File: src/rtl/plab4_net_router_output_ctrl_arb_sep_if.sv
// rtl/plab4_net_router_output_ctrl_arb_sep_if.sv - request/grant/output bundle for one router output port
interface plab4_net_router_output_ctrl_arb_sep_if;
    logic       reqs_p0;
    logic       reqs_p1;
    logic       reqs_p2;
    logic       domain_p0;
    logic       domain_p1;
    logic       domain_p2;
    logic       grants_p0;
    logic       grants_p1;
    logic       grants_p2;
    logic       out_val;
    logic       out_rdy;
    logic       out_domain;
    logic [1:0] xbar_sel;

    // requester / downstream side: drives requests and ready, observes grants
    modport master (
        output reqs_p0, reqs_p1, reqs_p2,
        output domain_p0, domain_p1, domain_p2,
        output out_rdy,
        input  grants_p0, grants_p1, grants_p2,
        input  out_val, out_domain, xbar_sel
    );

    // allocator side
    modport slave (
        input  reqs_p0, reqs_p1, reqs_p2,
        input  domain_p0, domain_p1, domain_p2,
        input  out_rdy,
        output grants_p0, grants_p1, grants_p2,
        output out_val, out_domain, xbar_sel
    );
endinterface

File: src/rtl/plab4_net_router_output_ctrl_arb_sep.sv
// rtl/plab4_net_router_output_ctrl_arb_sep.sv - two-domain output allocator with alternating domain pick and per-domain round-robin
module plab4_net_router_output_ctrl_arb_sep #(
    parameter int p_num_inputs = 3,
    parameter int p_cnt_nbits  = 16
) (
    input  logic                   clk,
    input  logic                   reset,
    plab4_net_router_output_ctrl_arb_sep_if.slave bus,
    output logic [p_cnt_nbits-1:0] cnt_d1,
    output logic [p_cnt_nbits-1:0] cnt_d2
);

    logic       last_dom;
    logic [1:0] ptr_d1;
    logic [1:0] ptr_d2;

    logic [2:0] reqs;
    logic [2:0] doms;
    logic [2:0] c0;
    logic [2:0] c1;
    logic       any0;
    logic       any1;
    logic       any_req;
    logic       sel_dom;
    logic [2:0] cand;
    logic [1:0] ptr;
    logic [1:0] idx0;
    logic [1:0] idx1;
    logic [1:0] idx2;
    logic [1:0] win;
    logic [2:0] win_oh;
    logic [1:0] win_next;
    logic       xfer;

    assign reqs = {bus.reqs_p2, bus.reqs_p1, bus.reqs_p0};
    assign doms = {bus.domain_p2, bus.domain_p1, bus.domain_p0};

    // Picks the domain (alternating on a tie) and the winning input inside it
    always_comb begin
        c0      = reqs & ~doms;
        c1      = reqs & doms;
        any0    = |c0;
        any1    = |c1;
        any_req = any0 | any1;
        if (any0 && any1) sel_dom = ~last_dom;
        else              sel_dom = any1;
        cand = sel_dom ? c1 : c0;
        ptr  = sel_dom ? ptr_d2 : ptr_d1;
        // scan order ptr, ptr+1, ptr+2 (all mod 3)
        idx0 = ptr;
        idx1 = (ptr == 2'd2) ? 2'd0 : ptr + 2'd1;
        idx2 = (ptr == 2'd0) ? 2'd2 : ptr - 2'd1;
        if      (cand[idx0]) win = idx0;
        else if (cand[idx1]) win = idx1;
        else if (cand[idx2]) win = idx2;
        else                 win = 2'd0;
        win_oh = 3'b000;
        if (any_req) begin
            case (win)
                2'd0:    win_oh = 3'b001;
                2'd1:    win_oh = 3'b010;
                default: win_oh = 3'b100;
            endcase
        end
        win_next = (win == 2'd2) ? 2'd0 : win + 2'd1;
    end

    // Drives the handshake outputs; reset forces idle with domain tag 1
    always_comb begin
        bus.out_val    = any_req & ~reset;
        xfer           = bus.out_val & bus.out_rdy;
        bus.grants_p0  = win_oh[0] & bus.out_rdy & ~reset;
        bus.grants_p1  = win_oh[1] & bus.out_rdy & ~reset;
        bus.grants_p2  = win_oh[2] & bus.out_rdy & ~reset;
        bus.xbar_sel   = bus.out_val ? win : 2'd0;
        if (reset)        bus.out_domain = 1'b1;
        else if (any_req) bus.out_domain = sel_dom;
        else              bus.out_domain = last_dom;
    end

    // Arbitration state advances only on a completed transfer
    always_ff @(posedge clk) begin
        if (reset) begin
            last_dom <= 1'b1;
            ptr_d1   <= 2'd0;
            ptr_d2   <= 2'd0;
            cnt_d1   <= '0;
            cnt_d2   <= '0;
        end else if (xfer) begin
            last_dom <= sel_dom;
            if (sel_dom) begin
                ptr_d2 <= win_next;
                if (cnt_d2 != '1) cnt_d2 <= cnt_d2 + 1'b1;
            end else begin
                ptr_d1 <= win_next;
                if (cnt_d1 != '1) cnt_d1 <= cnt_d1 + 1'b1;
            end
        end
    end

endmodule
File: src/flat_wrapper.sv
// flat-port wrapper written by rule: the top's interface ports become plain ports
module plab4_net_router_output_ctrl_arb_sep_flat 
#(
    parameter int p_num_inputs = 3,
    parameter int p_cnt_nbits  = 16
)
  (clk, reset, cnt_d1, cnt_d2, bus_reqs_p0, bus_reqs_p1, bus_reqs_p2, bus_domain_p0, bus_domain_p1, bus_domain_p2, bus_out_rdy, bus_grants_p0, bus_grants_p1, bus_grants_p2, bus_out_val, bus_out_domain, bus_xbar_sel);
  plab4_net_router_output_ctrl_arb_sep_if bus_i ();
  input  logic clk;
  input  logic reset;
  output logic [p_cnt_nbits-1:0] cnt_d1;
  output logic [p_cnt_nbits-1:0] cnt_d2;
  input wire logic [$bits(bus_i.reqs_p0)-1:0] bus_reqs_p0;
  input wire logic [$bits(bus_i.reqs_p1)-1:0] bus_reqs_p1;
  input wire logic [$bits(bus_i.reqs_p2)-1:0] bus_reqs_p2;
  input wire logic [$bits(bus_i.domain_p0)-1:0] bus_domain_p0;
  input wire logic [$bits(bus_i.domain_p1)-1:0] bus_domain_p1;
  input wire logic [$bits(bus_i.domain_p2)-1:0] bus_domain_p2;
  input wire logic [$bits(bus_i.out_rdy)-1:0] bus_out_rdy;
  output wire logic [$bits(bus_i.grants_p0)-1:0] bus_grants_p0;
  output wire logic [$bits(bus_i.grants_p1)-1:0] bus_grants_p1;
  output wire logic [$bits(bus_i.grants_p2)-1:0] bus_grants_p2;
  output wire logic [$bits(bus_i.out_val)-1:0] bus_out_val;
  output wire logic [$bits(bus_i.out_domain)-1:0] bus_out_domain;
  output wire logic [$bits(bus_i.xbar_sel)-1:0] bus_xbar_sel;
  assign bus_i.reqs_p0 = bus_reqs_p0;
  assign bus_i.reqs_p1 = bus_reqs_p1;
  assign bus_i.reqs_p2 = bus_reqs_p2;
  assign bus_i.domain_p0 = bus_domain_p0;
  assign bus_i.domain_p1 = bus_domain_p1;
  assign bus_i.domain_p2 = bus_domain_p2;
  assign bus_i.out_rdy = bus_out_rdy;
  assign bus_grants_p0 = bus_i.grants_p0;
  assign bus_grants_p1 = bus_i.grants_p1;
  assign bus_grants_p2 = bus_i.grants_p2;
  assign bus_out_val = bus_i.out_val;
  assign bus_out_domain = bus_i.out_domain;
  assign bus_xbar_sel = bus_i.xbar_sel;
  plab4_net_router_output_ctrl_arb_sep #(.p_num_inputs(p_num_inputs), .p_cnt_nbits(p_cnt_nbits)) u_core (.clk(clk), .reset(reset), .bus(bus_i), .cnt_d1(cnt_d1), .cnt_d2(cnt_d2));
endmodule
File: config.mk
export PLATFORM = sky130hd
export DESIGN_NAME = plab4_net_router_output_ctrl_arb_sep_flat
export DESIGN_NICKNAME = d
export VERILOG_FILES = /design/src/rtl/plab4_net_router_output_ctrl_arb_sep_if.sv /design/src/rtl/plab4_net_router_output_ctrl_arb_sep.sv /design/src/flat_wrapper.sv
export SDC_FILE = /design/constraint.sdc
export NUM_CORES = 1
export LEC_CHECK = 0
export ABC_AREA = 0
export CAP_MARGIN = 5
export CORE_AREA = 2 2 69 71
export DETAILED_ROUTE_END_ITERATION = 6
export DIE_AREA = 0 0 71 73
export PLACE_DENSITY_LB_ADDON = 0.05
export SYNTH_ARGS = -nofsm -noshare
export SYNTH_HDL_FRONTEND = slang
export SYNTH_SLANG_ARGS = --single-unit
File: constraint.sdc
create_clock -name clk -period 2.68 [get_ports clk]
set_input_delay 0.536 -clock clk [delete_from_list [all_inputs] [get_ports clk]]
set_output_delay 0.536 -clock clk [all_outputs]
set_load 0.005 [all_outputs]
==> flow_summary.yaml <==
outcome:
  run_status: "finished, violations left"
  violations: "negative setup slack"
sta:
  slew-limit-headroom_pct: 67.2
  worst_slack_ns: -0.128
  report.final.slew_viol_count: 0
  finalSetupViolCount: 4
  finalSetupTns_ns: -0.206
  timing.clock.skew_ns: 0.00419
  worstMarginPinSlew_ns: 0.486
  highest_attainable_clock_frequency_mhz: 356
  final.min_clock_period_ns: 2.81
  rsz_0062_raised_after_global_routing: "yes"
  final_critical_path_share_of_the_clock_period_pct: 105
  hold_violations: 0
drt:
  detail_route.first_pass.iterations: 4
  ant_nets: 0
  route.vias.total: 2049
  wire_per_inst_um: 12.6
  drt_iter0_drc: 122
  drt_wirelength_um: 4940
  vias_per_cell: 5.23
  route.detailed.drc: 0
yosys:
  yosysMostFrequentCell: "sky130_fd_sc_hd__nor2_1"
  number_of_nets_produced_by_synthesis: 267
  synth.top_cells.by_area: "sky130_fd_sc_hd__dfxtp_1, sky130_fd_sc_hd__nor2_1, sky130_fd_sc_hd__xnor2_1"
  synth_ff_type: "sky130_fd_sc_hd__dfxtp_1"
  yosysUniqueCellTypes: 45
  post-synth-top-area-fraction_pct: 35.0
  synth.yosys.seq_area_share_pct: 35.0
  post_synth_inst_count: 256
  avgSynthCellArea_um2: 8.26
  yosys_warnings: 0
  flop_and_latch_count_out_of_synthesis: 37
  async_set_or_reset_flop_fraction_in_the_synthesized_netlist_pct: 0
  synth_edf_count: 0
  mappedNetlistArea_mm2: 0.00211
  yosysTopAreaCell: "sky130_fd_sc_hd__dfxtp_1"
  synth_common_cells: "sky130_fd_sc_hd__nor2_1, sky130_fd_sc_hd__dfxtp_1, sky130_fd_sc_hd__nand2_1"
clocking:
  cts.htree.levels: 2
  cts_tree: "yes"
  numCtsBuffers: 5
  cts_root_buffer: "sky130_fd_sc_hd__clkbuf_8"
  cts_sinks: 37
  worstSkewPairLatency_ns: 0.28
  cts_buffer_depth: 2
  clk_pin_slew_ns: 0.07
setup_path:
  ff2ff_path_depth: 7
  cpMaxStageDelayCell: "sky130_fd_sc_hd__maj3_2"
  critical_path.cell_chain: "clkbuf_2 -> a222oi_1 -> buf_4 -> nor2b_2 -> a211o_1 -> maj3_2 -> a211oi_2 -> nor2_1 -> buf_2"
  setup.reg_to_reg.worst_slack_ns: 0.72
  reg2reg_from: "u_core.cnt_d1[6]$_SDFFE_PP0P_"
  timing.critical_path.from_type: "input pin"
  worst-setup-path-type: "input pin to primary output"
  crit_fanout: 2
  crit_arrival_ns: 2.27
  regToRegEndpoint: "u_core.cnt_d1[13]$_SDFFE_PP0P_"
  max_stage_delay_ns: 0.33
  critical_path.endpoint_type: "primary output"
  crit_required_ns: 2.14
layout:
  post_route_cells_drive_above_1_share_pct: 24.9
  filler_cell_count: 423
  nets: 349
  areaGrowthSynthToFinish_pct: 41.1
  utilization_pct: 65.8
  antenna-diode-count: 0
  final-seq-area_um2: 741
  multiInputGateArea_mm2: 0.00134
die:
  die_h_um: 73
  floorplan.io_pins: 48
  dieArea_mm2: 0.00518
  initial_util_pct: 46.6
  core_region_area_mm2: 0.00454
  core.rowCount: 25
  floorplan.die.width_um: 71
power_and_ir_drop:
  ir_worst_vdd_v: 0.000303
  seq_power_share_pct: 49.1
  pwr-share-clk_pct: 33.7
  power.switching_fraction_pct: 25.2
  power-per-cell-area_mw_per_mm2: 387
  total_switching_power_mw: 0.291
  power.static_leakage_nw: 1.11
  intPower_mw: 0.864
  power.share.combinational_pct: 17.2
global_routing:
  grt.total_usage_pct: 19.7
  globalRoute.totalOverflow: 0
  initial_antenna_violation_count: 0
  grt_pass1_wl_um: 8310
  vias_in_the_first_global_route: 1801
  grt_start_max_net_pins: 34
worst_hold_path:
  worstHoldPathCells: 2
  min-delay-path-class: "flop to flop"
  hold_end: "u_core.ptr_d2[1]$_SDFFE_PP0P_"
  min_from: "u_core.ptr_d2[1]$_SDFFE_PP0P_"
placement:
  globalplace.congestion: 0.832
  numPortBuffers: 47
  half_perimeter_wire_length_after_placement_um: 3490
run:
  max_cap_violations: 0
## stage by stage
stage | total power [mW] | cells | worst slack (ns) | cell area, um^2 | hold slack (ns)
2_1_floorplan | 0.667 | 256 | 0.0830 | 2110 | 0.430
3_3_place_gp | 0.761 | 378 | -0.780 | 2850 | 0.454
3_5_place_dp | 0.762 | 378 | -0.820 | 2850 | 0.459
4_1_cts | 1.16 | 392 | -0.276 | 3010 | 0.469
5_1_grt | 1.21 | 392 | -0.197 | 2980 | 0.494
6_report | 1.15 | 392 | -0.128 | 2980 | 0.470
## cell families (layout without fill, tap and decap cells)
family,after synthesis,count (layout),share of synthesized area (%)
XOR/XNOR,30,30,12.4
flip-flops,37,37,35.0
AND/OR/NAND/NOR,137,137,35.7
buffers and inverters,19,101,4.32
multiplexers,2,2,0.947
adder cells (fa/ha/maj),3,3,1.72
AO/OA/AOI/OAI,28,28,9.88
## critical path: cells and delay by family
family / cells / cell delay, ns
fa+ha+maj: 1 / 0.33
simple gates: 2 / 0.11
buf+inv: 3 / 0.40
compound gates: 3 / 0.89
## worst max-delay path by stage
stage	slack, ns	end	start
finish	-0.13	bus_grants_p0	bus_domain_p0
global route	-0.20	bus_grants_p0	bus_domain_p0
CTS	-0.28	bus_grants_p0	bus_reqs_p0
detailed placement	-0.82	bus_grants_p0	bus_reqs_p0
global placement	-0.78	bus_grants_p0	bus_reqs_p0
floorplan	0.08	bus_grants_p0	bus_domain_p0
## routing by layer
metal  wire length (um)  GRT usage (%)  up-vias
met5                  0              0        -
met4                 46           5.03        0
met3                205           4.42        5
met2               2280           32.5       39
met1               2420           26.1      937
li1                   -              -     1068
## placed cells by master, fill, tap and decap left out, types with 3 or more instances in the layout
master / n
sky130_fd_sc_hd__nor2_1: 43
sky130_fd_sc_hd__buf_4: 37
sky130_fd_sc_hd__dfxtp_1: 37
sky130_fd_sc_hd__clkdlybuf4s50_1: 35
sky130_fd_sc_hd__nand2_1: 20
sky130_fd_sc_hd__nand3_1: 18
sky130_fd_sc_hd__xnor2_1: 16
sky130_fd_sc_hd__xor2_1: 14
sky130_fd_sc_hd__nand4_1: 10
sky130_fd_sc_hd__nor4_2: 9
sky130_fd_sc_hd__clkbuf_2: 8
sky130_fd_sc_hd__inv_1: 7
sky130_fd_sc_hd__and3_1: 7
sky130_fd_sc_hd__clkbuf_8: 6
sky130_fd_sc_hd__nor3_1: 5
sky130_fd_sc_hd__nor2b_2: 4
sky130_fd_sc_hd__nand2b_1: 4
sky130_fd_sc_hd__and2_1: 3
sky130_fd_sc_hd__a31oi_1: 3
sky130_fd_sc_hd__o211ai_1: 3
sky130_fd_sc_hd__o21ai_1: 3
sky130_fd_sc_hd__nor3_2: 3
sky130_fd_sc_hd__and4_1: 3
sky130_fd_sc_hd__buf_2: 3
## area by class of cell
type | count | area share, %
sequential | 37 | 24.8
timing repair buffer | 86 | 24.2
multi-input combinational | 200 | 44.8
tap | 54 | 2.27
clock buffer | 7 | 2.89
inverter | 8 | 1.01
## flip-flops by register name, indices dropped and copies added (netlist names)
register         cells
u_core.ptr_d2        2
u_core.cnt_d2       16
u_core.ptr_d1        2
u_core.cnt_d1       16
u_core.last_dom      1
## timing repair
item / in CTS / in global routing
pin swaps: 7 / 10
buffers inserted: 8 / 1
hold buffers: 0 / 0
setup endpoints to repair: 7 / 5
resized for setup: 29 / 21
gates cloned: 0 / 0
## power groups by stage
stage          registers (mW)  logic [mW]  clock network, mW
2_1_floorplan           0.576      0.0918                  0
3_3_place_gp            0.579       0.182                  0
3_5_place_dp            0.579       0.183                  0
4_1_cts                 0.566       0.196              0.400
5_1_grt                 0.567       0.217              0.422
6_report                0.567       0.199              0.389
Note: power is estimated with default switching activity, not from simulation.
